<file path="config.mk">
export PLATFORM = sky130hd
export DESIGN_NAME = kv_mem_arbiter
export DESIGN_NICKNAME = d
export VERILOG_FILES = /design/src/rtl/kv_mem_arbiter.sv
export SDC_FILE = /design/constraint.sdc
export NUM_CORES = 1
export LEC_CHECK = 0
export ABC_AREA = 1
export CAP_MARGIN = 10
export CORE_AREA = 10 10 301 303
export CTS_CLUSTER_SIZE = 16
export DETAILED_ROUTE_END_ITERATION = 7
export DIE_AREA = 0 0 311 313
export GPL_TIMING_DRIVEN = 0
export PLACE_DENSITY = 0.5
export SLEW_MARGIN = 20
export SYNTH_ARGS = -nofsm -noshare
export SYNTH_HDL_FRONTEND = slang
export SYNTH_SLANG_ARGS = --single-unit
</file>
<file path="constraint.sdc">
create_clock -name i_clk -period 1.4 [get_ports i_clk]
set_clock_uncertainty 0.1 [all_clocks]
set_input_delay 0.14 -clock i_clk [delete_from_list [all_inputs] [get_ports i_clk]]
set_output_delay 0.14 -clock i_clk [all_outputs]
set_load 0.02 [all_outputs]
</file>
<file path="src/rtl/kv_mem_arbiter.sv">
// rtl/kv_mem_arbiter.sv - single-port memory arbiter for I-fetch, D-fetch and D write-back
// One transaction in flight; write-back has priority, fetches alternate round-robin.
module kv_mem_arbiter #(
  parameter int DATA_WIDTH = 32,
  parameter int ADDR_WIDTH = 32,
  parameter int LINE_SIZE  = 4,
  localparam int LINE_WIDTH = DATA_WIDTH * LINE_SIZE
) (
  input  logic                  i_clk,
  input  logic                  i_rstn,
  input  logic [ADDR_WIDTH-1:0] i_ifetch_addr,
  input  logic                  i_ifetch_valid,
  output logic                  o_ifetch_ready,
  output logic [LINE_WIDTH-1:0] o_ifetch_data,
  output logic                  o_ifetch_rvalid,
  input  logic                  i_ifetch_rready,
  input  logic [ADDR_WIDTH-1:0] i_dfetch_addr,
  input  logic                  i_dfetch_valid,
  output logic                  o_dfetch_ready,
  output logic [LINE_WIDTH-1:0] o_dfetch_data,
  output logic                  o_dfetch_rvalid,
  input  logic                  i_dfetch_rready,
  input  logic [ADDR_WIDTH-1:0] i_wb_addr,
  input  logic [LINE_WIDTH-1:0] i_wb_data,
  input  logic                  i_wb_valid,
  output logic                  o_wb_ready,
  output logic [ADDR_WIDTH-1:0] o_mem_addr,
  output logic                  o_mem_we,
  output logic [LINE_WIDTH-1:0] o_mem_wdata,
  output logic                  o_mem_valid,
  input  logic                  i_mem_ready,
  input  logic [LINE_WIDTH-1:0] i_mem_rdata,
  input  logic                  i_mem_rvalid,
  output logic                  o_mem_rready
);

  typedef enum logic [1:0] {
    S_IDLE    = 2'd0,
    S_REQ     = 2'd1,
    S_WAIT    = 2'd2,
    S_DELIVER = 2'd3
  } state_t;

  state_t                r_state;
  state_t                w_next;
  logic                  r_last_d;   // 1: D-fetch was granted last, so I-fetch wins the next tie
  logic                  r_sel_d;
  logic                  r_we;
  logic [ADDR_WIDTH-1:0] r_addr;
  logic [LINE_WIDTH-1:0] r_wdata;
  logic [LINE_WIDTH-1:0] r_buf;
  logic                  w_gnt_wb;
  logic                  w_gnt_i;
  logic                  w_gnt_d;
  logic                  w_rready_sel;

  assign w_rready_sel = r_sel_d ? i_dfetch_rready : i_ifetch_rready;

  always_comb begin
    w_next   = r_state;
    w_gnt_wb = 1'b0;
    w_gnt_i  = 1'b0;
    w_gnt_d  = 1'b0;
    case (r_state)
      S_IDLE: begin
        // Grants are suppressed while reset is asserted so every ready reads 0 then.
        if (i_rstn) begin
          if (i_wb_valid) begin
            w_gnt_wb = 1'b1;
          end else if (i_ifetch_valid && i_dfetch_valid) begin
            w_gnt_i = r_last_d;
            w_gnt_d = !r_last_d;
          end else begin
            w_gnt_i = i_ifetch_valid;
            w_gnt_d = i_dfetch_valid;
          end
        end
        if (w_gnt_wb || w_gnt_i || w_gnt_d) w_next = S_REQ;
      end
      S_REQ: begin
        if (i_mem_ready) w_next = r_we ? S_IDLE : S_WAIT;
      end
      S_WAIT: begin
        if (i_mem_rvalid) w_next = S_DELIVER;
      end
      S_DELIVER: begin
        if (w_rready_sel) w_next = S_IDLE;
      end
      default: w_next = S_IDLE;
    endcase
  end

  always_ff @(posedge i_clk) begin
    if (!i_rstn) begin
      r_state  <= S_IDLE;
      r_last_d <= 1'b1;
      r_sel_d  <= 1'b0;
      r_we     <= 1'b0;
      r_addr   <= '0;
      r_wdata  <= '0;
      r_buf    <= '0;
    end else begin
      r_state <= w_next;
      if (w_gnt_wb || w_gnt_i || w_gnt_d) begin
        r_we    <= w_gnt_wb;
        r_sel_d <= w_gnt_d;
        r_addr  <= w_gnt_wb ? i_wb_addr : (w_gnt_i ? i_ifetch_addr : i_dfetch_addr);
        if (w_gnt_wb) r_wdata <= i_wb_data;
      end
      if (w_gnt_i) r_last_d <= 1'b0;
      if (w_gnt_d) r_last_d <= 1'b1;
      if (r_state == S_WAIT && i_mem_rvalid) r_buf <= i_mem_rdata;
    end
  end

  assign o_wb_ready      = w_gnt_wb;
  assign o_ifetch_ready  = w_gnt_i;
  assign o_dfetch_ready  = w_gnt_d;
  assign o_mem_valid     = (r_state == S_REQ);
  assign o_mem_we        = (r_state == S_REQ) && r_we;
  assign o_mem_addr      = r_addr;
  assign o_mem_wdata     = r_wdata;
  assign o_mem_rready    = (r_state == S_WAIT);
  assign o_ifetch_rvalid = (r_state == S_DELIVER) && !r_sel_d;
  assign o_dfetch_rvalid = (r_state == S_DELIVER) && r_sel_d;
  assign o_ifetch_data   = r_buf;
  assign o_dfetch_data   = r_buf;

endmodule
</file>
==> results summary, run 1 <==
The path class of the tightest hold or removal check is input port to register. The number of iterations in the first detailed-routing pass is 4. The total number of vias came out at 14,881. Counting stages on the worst path, the most repeated cell is sky130_fd_sc_hd__nor2_4. The post-synthesis mux area share came out at 0%. The number of library cell types mapped by synthesis is 19. The area share of xor/xnor cells in the synthesized design came out at 0%. The number of antenna violations at the first check in global routing came to 14. The number of failing setup endpoints in the final timing report is 368. TritonCTS built the clock tree. The H-tree was split into 2 levels.

STA classifies the critical path endpoint as a register. The area added between synthesis and finish is 120%. After synthesis, the cell types taking the most area are sky130_fd_sc_hd__dfxtp_1, sky130_fd_sc_hd__nand2_1, sky130_fd_sc_hd__buf_4, sky130_fd_sc_hd__a21oi_1, sky130_fd_sc_hd__nand3_1. In this run the standard cell core region covers 84,600 µm². Detailed placement finished with a half-perimeter wire length of 67,000 µm.

In this run the power density over the cells is 1320 nW/µm². The number of design-rule violations left by the first detailed-router iteration is 714. In this run the tightest slew margin relative to its limit is 31.4%. The critical path goes through nor2_4 > buf_6 > nand2_4 > nor2_4 > buf_8 > nor2_4 > nand2_4 > buf_12 > buf_12 > clkbuf_16 > o21ai_2 > nor2_1. The number of antenna diodes is 0. At the worst endpoint, the arrival time is 2.21 ns. STA classifies the critical path startpoint as a register. The path with the worst hold slack has its endpoint at o_mem_wdata[15]. The first-pass GRT wire length is 118,000 µm.

The worst setup path is of the register to register kind. The dominant delay contributor by cell family on the critical path is buffers and inverters. The initial cell density of the core is 14.3%. The synthesis warning total came out at 0. Of the total synthesized cell area, the portion taken by full adders, half adders and majority gates is 0%. Together, buffers and inverters on the worst path number 5. The later pin in the worst-skew pair is clocked with a latency of 0.55 ns. The number of nets produced by synthesis came out at 1,985. The setup check on the worst reg-to-reg path leaves a slack of -0.43 ns.

The ratio of routed vias to standard cells came out at 3.96. Port buffering added 784 buffers. The number of global-route vias before repair came to 15,037.

The total standard cell area after synthesis came out at 12,100 µm². In this design, the stage delay of the slowest critical-path cell is 0.37 ns. The tool flagged a number of max-cap violations equal to 0.

The peak fanout along the critical path came out at 6. The required arrival time at the worst endpoint is 1.78 ns. The post-route minimum period came out at 1.83 ns. For this design, the sink count on the clock tree is 293.

Summed over all instances, the cell type with the most area after synthesis is sky130_fd_sc_hd__dfxtp_1. The final reports fail on setup timing. The global placement routability congestion came out at 0.860. The buffer depth of the longest clock path came out at 3. After synthesis, the largest family of logic cells by area is simple AND/OR/NAND/NOR gates. Entering global routing, the biggest net connects 13 pins. The vertical extent of the die came out at 313 µm. In the final timing run, aggregate negative setup slack is -77.09 ns.

The overflow left after global routing is 0. After layout, the worst setup slack is -0.427 ns. The worst hold path passes through 3 cells. The cell depth of the worst flop-to-flop path came out at 12. The clock edge transition at the registers on the reported setup and hold paths came out at 0.06 ns.

Derived from the worst setup path, the maximum achievable clock frequency is 0.547 GHz. The die width came out at 311 µm. The post-route netlist has 55.6% of its cells at a drive strength greater than 1. Clock tree synthesis selected as its root buffer the cell sky130_fd_sc_hd__clkbuf_16. In this run the mean area of a mapped cell was 7.45 µm². After floorplanning, the core was divided into 107 placement rows.

The worst register-to-register path begins at r_state[0]. Buffers inserted during clock tree synthesis total 37. The number of failing hold endpoints at the final stage came out at 0. Summing the areas of all compound-gate instances in the mapped netlist gives 13.5% of the synthesized area. The number of standard cells after synthesis is 1,624.

The area of the die came out at 97,300 µm². The endpoint identified for the worst register-to-register timing path is o_mem_addr[9]. The total power after layout came out at 35,200 µW.

Setup repair after global routing could not meet its margin everywhere. The register area share after synthesis is 48.5%. At the pin with the least slew margin, the transition time is 1.03 ns. For this run, the total global-route usage over all layers was measured as 16.7%. The slowest stage of the critical path belongs to the cell sky130_fd_sc_hd__dfxtp_4. The worst-case vdd ir drop is 0.829 mV.

For this block, the routed nets add up to 88,600 µm of wire. The number of placed I/O pins came out at 785. The flip-flop and latch count after synthesis came out at 293. The total non-filler cell area in the finished layout is 26,600 µm². The area fraction of the dominant cell type after synthesis is 48.5%. The leakage power figure is 0.0111 µW. The area of placed instances came out at 21,500 µm². In the final routed layout, each cell accounts on average for 23.6 µm. The flow ran to the end, but the final reports show violations.

The portion of the clock cycle consumed by the worst path in the final layout came out at 131%. The simple-gate area share of the yosys netlist is 24.7%. The number of nets with antenna violations after routing came out at 0. The final routed DRC violation total is 0. The total count of max-transition violations in the final report came to 0. The count of nets after finishing is 2,943.

The origin of the worst min-delay path is i_wb_data[15].
[final cells by class]
type                    count  area [µm²]
inverters                  16        77.6
clock inverters            13        98.8
fillers                  9125       58000
flip-flops and latches    293        6160
repair buffers            934        8930
multi-input cells        1065        6580
plain buffers             235        2240
clock buffers              54        1130
well taps                1144        1430
[what timing repair did]
item,4_1_cts,5_1_grt
pin swaps,107,66
buffers inserted,77,29
cloned,32,27
setup endpoints to repair,715,442
gates resized for setup,2664,552
hold buffers,0,0
[state kept, by name, indices dropped and copies added (netlist names), named ones only]
signal         cells
r_sel_d            1
o_mem_addr        32
r_we               1
r_last_d           1
r_state            1
o_dfetch_data    128
o_mem_wdata      128
[cell usage in the layout (no fill, tap or decap), types with 77 or more instances in the layout]
cell type and instances:
sky130_fd_sc_hd__a21oi_1 77, sky130_fd_sc_hd__a21oi_2 86, sky130_fd_sc_hd__buf_2 274, sky130_fd_sc_hd__buf_4 234, sky130_fd_sc_hd__buf_6 101, sky130_fd_sc_hd__clkdlybuf4s50_1 360, sky130_fd_sc_hd__dfxtp_1 156, sky130_fd_sc_hd__dfxtp_2 89
sky130_fd_sc_hd__nand2_1 373, sky130_fd_sc_hd__nand2_2 98, sky130_fd_sc_hd__nand3_2 85, sky130_fd_sc_hd__o21ai_2 101
[cells by family after synthesis]
kind of cell    after synthesis
compound gates              326
buf+inv                     266
flops                       293
simple gates                739
[synthesized netlist by cell type]
| library cell | count |
|---|---|
| sky130_fd_sc_hd__buf_4 | 147 |
| sky130_fd_sc_hd__o21ai_0 | 127 |
| sky130_fd_sc_hd__o21ai_1 | 33 |
| sky130_fd_sc_hd__nand3_1 | 135 |
| sky130_fd_sc_hd__nand2_1 | 525 |
| sky130_fd_sc_hd__nand4_1 | 3 |
| sky130_fd_sc_hd__buf_2 | 51 |
| sky130_fd_sc_hd__inv_2 | 3 |
| sky130_fd_sc_hd__nor2_4 | 3 |
| sky130_fd_sc_hd__buf_1 | 7 |
| sky130_fd_sc_hd__o211ai_1 | 1 |
| sky130_fd_sc_hd__dfxtp_1 | 293 |
| sky130_fd_sc_hd__nor2_2 | 2 |
| sky130_fd_sc_hd__inv_1 | 13 |
| sky130_fd_sc_hd__nor2_1 | 70 |
| sky130_fd_sc_hd__a31oi_1 | 1 |
| sky130_fd_sc_hd__clkbuf_1 | 45 |
| sky130_fd_sc_hd__a21oi_1 | 164 |
| sky130_fd_sc_hd__nand2_4 | 1 |
[worst register-to-register path, cell delays in order, from the launching register on]
cell and delay [ns]:
sky130_fd_sc_hd__dfxtp_4 0.37, sky130_fd_sc_hd__nor2_4 0.14, sky130_fd_sc_hd__buf_6 0.12, sky130_fd_sc_hd__nand2_4 0.04, sky130_fd_sc_hd__nor2_4 0.14, sky130_fd_sc_hd__buf_8 0.14
sky130_fd_sc_hd__nor2_4 0.04, sky130_fd_sc_hd__nand2_4 0.12, sky130_fd_sc_hd__buf_12 0.13, sky130_fd_sc_hd__buf_12 0.13, sky130_fd_sc_hd__clkbuf_16 0.15, sky130_fd_sc_hd__o21ai_2 0.05
sky130_fd_sc_hd__nor2_1 0.10
[layer usage]
metal	GRT usage, %	up-vias	part of all wire, %
met5	0	-	0.15
met4	3.87	20	2.5
met3	6.16	120	8.2
met2	30.2	601	50
met1	18.3	7033	39
li1	-	7107	-
[report_power, final]
group	leakage, µW	internal, µW	switching [µW]
Clock	0.000613	5800	4020
Combinational	0.00805	7190	7720
Sequential	0.00247	9550	942
[worst max-delay path by stage]
stage	startpoint	end	cells after the start
finish	r_state[0]	o_mem_addr[9]	12
global route	r_state[0]	o_ifetch_ready	6
global placement	i_mem_rvalid	o_dfetch_data[103]	5
detailed placement	i_rstn	o_wb_ready	6
floorplan	r_state[0]	o_mem_addr[24]	10
CTS	r_state[0]	o_wb_ready	7
[per-stage QoR]
stage / cells / worst slack [ns] / hold slack, ns / utilization, %
final: 3754 / -0.427 / 0.0366 / 31.5
after global routing: 3754 / -0.524 / 0.0225 / 31.5
after CTS: 3725 / -0.512 / 0.0120 / 29.3
after detailed placement: 3553 / -1.25 / 0.363 / 25.4
after global placement: 3552 / -1.28 / 0.354 / 25.3
after floorplan: 1624 / -0.111 / 0.153 / -
(Power assumes the default switching activity.)
==> inputs of run 2 (changes only) <==
--- a/config.mk
+++ b/config.mk
@@ -6,6 +6,7 @@
 export NUM_CORES = 1
 export LEC_CHECK = 0
 export ABC_AREA = 1
+export ABC_CLOCK_PERIOD_IN_PS = 1400
 export CAP_MARGIN = 10
 export CORE_AREA = 10 10 301 303
 export CTS_CLUSTER_SIZE = 16
==> results of run 2 <==
No change in the layout: final DEF, timing and power equal those of run 1.
==> inputs of run 3 (changes only) <==
--- a/config.mk
+++ b/config.mk
@@ -9,7 +9,7 @@
 export ABC_CLOCK_PERIOD_IN_PS = 1400
 export CAP_MARGIN = 10
 export CORE_AREA = 10 10 301 303
-export CTS_CLUSTER_SIZE = 16
+export CTS_CLUSTER_SIZE = 12
 export DETAILED_ROUTE_END_ITERATION = 7
 export DIE_AREA = 0 0 311 313
 export GPL_TIMING_DRIVEN = 0
==> results summary, run 3 (synthesized netlist as in run 1, its figures left out) <==
The mean routed wirelength per cell is 23.8 µm (+0.63%). The switching power came out at 12,800 µW (+0.57%). The fraction of final layout cells sized beyond drive strength 1 is 55.2% (-0.33 points). The number of failing hold endpoints at the final stage is 0 (unchanged).

The total clock buffers created by CTS is 37 (unchanged). The combinational cell fraction of total power came out at 42.2% (about the same). The number of nets with antenna violations after routing is 0 (unchanged).

The area of the die is 97,300 µm² (unchanged). The portion of the clock cycle consumed by the worst path in the final layout came out at 132% (+1.4 points). The number of H-tree levels came out at 2 (unchanged). The count of hold-fix buffers inserted at cts was 0 (unchanged). The clock tree root driver cell is sky130_fd_sc_hd__clkbuf_16. The met2 track utilization from global routing came out at 28.9% (-1.3 points).

The global placement routability congestion came out at 0.860 (unchanged). By startpoint and endpoint, the worst setup path is classified as register to register. The CTS sink count came out at 293 (unchanged). The count of fill cells added during filler insertion is 8,944 (-2.0%). The power per unit of standard cell area was 1280 nW/µm² (-2.9%). The internal portion of total power is 22,600 µW (+0.13%). The vertical extent of the die came out at 313 µm (unchanged). The cell depth of the worst flop-to-flop path is 11 (-1). The total count of max-transition violations in the final report came out at 0 (unchanged).

The global-route met1 utilization is 17.9% (-0.39 points). The arrival time of the worst setup path is 2.19 ns (-0.02 ns). The number of gates on the worst path with buffers counted was 11 (-1). The leakage power figure came out at 0.0113 µW (+1.2%).

The cell row count is 107 (unchanged). The number of iterations in the first detailed-routing pass was 5 (+1). The number of failing setup endpoints in the final timing report came out at 309 (-16%).

The worst hold path belongs to the class input port to register. The setup TNS came out at -83.68 ns (-6.60 ns). The number of placed I/O pins came out at 785 (unchanged). The area of the core is 84,600 µm² (unchanged). The met3 routing resource usage after global routing is 6.19% (+0.026 points). On the critical path, the stage with the largest delay is an instance of sky130_fd_sc_hd__dfxtp_4.

The worst-case headroom to the max-slew limit came to 32.2% (+0.83 points). The measured slew at the worst slew-check pin came out at 1.02 ns (-0.0124 ns). In the layout the commonest cells are sky130_fd_sc_hd__clkdlybuf4s50_1, sky130_fd_sc_hd__nand2_1, sky130_fd_sc_hd__clkbuf_2.

The aggregate global-route resource usage is 16.2% (-0.49 points). The kind of start point of the critical path is a register. Grouping stages by cell kind, the critical path spends the most delay in buffers and inverters. The ratio of routed vias to standard cells is 4.01 (+1.1%). The pin count of the biggest net entering global routing came to 13 (unchanged). The total non-filler cell area in the finished layout is 27,500 µm² (+3.3%). The area added between synthesis and finish is 127%. The number of design-rule violations left by the first detailed-router iteration is 623 (-13%).

The count of nets after finishing came out at 2,955 (+0.41%). The total number of vias came out at 15,092 (+1.4%). STA classifies the critical path endpoint as a register. The checks that failed: setup timing. The die width came out at 311 µm (unchanged). Setup repair after global routing could not meet its margin everywhere.

The clock edge transition at the registers on the reported setup and hold paths is 0.06 ns (about the same). The final routed DRC violation total is 0 (unchanged). The number of antenna diodes was 0 (unchanged). The critical path goes through nor2_4 > buf_6 > nand2_4 > nor2_4 > buf_8 > nor2_4 > nand2_4 > clkbuf_16 > buf_12 > o21ai_2 > nor2_1.

The global routing stage identified its most utilized layer as met2. The switching power share of the total is 36.1% (+0.10 points). The number of cells on the worst hold path is 3 (unchanged). The number of buffer and inverter instances along the worst setup path is 4 (-1). The max-capacitance violation count came out at 0 (unchanged). The total wire length after detailed routing came out at 89,500 µm (+0.95%). The biggest cell delay along the critical path came to 0.39 ns (+0.02 ns). The clock tree from TritonCTS is done. The clock network latency to the later pin of the worst-skew pair came out at 0.55 ns (about the same).

The sequential share of power is 29.8% (about the same). The peak fanout along the critical path came out at 7 (+1). By instance count, the cell type seen most on the critical path is sky130_fd_sc_hd__nor2_4. The clock network fraction of total power came to 28.1% (+0.2 points). The number of global-route vias before repair is 14,668 (-2.5%).

The maximum achievable frequency is 0.542 GHz (-1.1%). The run finished, with violations left. The final critical-path setup slack came out at -0.447 ns (-0.0194 ns). The count of buffers from port buffering came out at 784 (unchanged). The area of placed instances is 21,500 µm² (unchanged). The initial cell density of the core came to 14.3% (unchanged).

The most common library cell in the layout ignoring fill and taps is sky130_fd_sc_hd__clkdlybuf4s50_1. The buffer depth of the longest clock path is 3 (unchanged). The number of antenna violations at the first check in global routing came out at 11 (-3). The required arrival time at the worst endpoint came out at 1.74 ns (-0.04 ns). The estimated wirelength of the detail-placed design is 67,000 µm (unchanged). The post-route minimum period came out at 1.85 ns (+0.0194 ns). The overflow left after global routing is 0 (unchanged). The worst-case vdd ir drop is 0.787 mV (-5.0%). The first-pass GRT wire length is 114,000 µm (-3.0%).
-- run 3: power groups by stage --
stage	clock network (µW)	registers, µW	logic (µW)
floorplan	0	11600	3500
global placement	0	10500	10600
detailed placement	0	10500	10600
CTS	10200	10400	13400
global route	10500	10600	15700
finish	9910	10500	14900
-- run 3: worst reg2reg max path: cells and delay by family, from the launching register on --
family          cells  cell delay [ns]
flops               1             0.39
simple gates        6             0.55
compound gates      1             0.10
buf+inv             4             0.59
-- run 3: final cells by class --
type / instances / area [µm²] / share of cell area [%]
buffer: 192 / 2130 / 7.76
timing repair buffer: 988 / 9600 / 34.9
multi-input combinational: 1066 / 6750 / 24.5
sequential: 293 / 6280 / 22.8
tap: 1144 / 1430 / 5.20
clock inverter: 12 / 93.8 / 0.341
inverter: 16 / 72.6 / 0.264
clock buffer: 55 / 1160 / 4.20
-- run 3: per-layer routing --
metal,up-vias,part of all wire (%)
met4,18,3.3
li1,7136,-
met3,131,8.2
met1,7163,39
met5,-,0.14
met2,644,50
-- run 3: final timing paths --
| check | slack [ns] | from | end |
|---|---|---|---|
| max | -0.45 | register | o_mem_addr[0] |
| min | 0.04 | i_wb_data[50] | o_mem_wdata[50] |
| min reg2reg | 0.36 | o_mem_wdata[57] | o_mem_wdata[57] |
| max reg2reg | -0.45 | register | o_mem_addr[0] |
-- run 3: per-stage QoR --
step	power (µW)	cells	setup slack, ns	util (%)	hold slack, ns
floorplan	15100	1624	-0.111	-	0.153
global placement	21100	3552	-1.28	25.3	0.354
detailed placement	21100	3553	-1.25	25.4	0.363
CTS	34000	3691	-0.521	29.8	0.0153
global route	36900	3766	-0.526	32.5	0.0207
finish	35300	3766	-0.447	32.5	0.0380
-- run 3: what timing repair did --
action                                   CTS  global route
setup buffers                             55           105
cloned                                    16            39
endpoints found under the setup margin   715           707
gates resized for setup                 1060          1662
pin swaps                                102            82
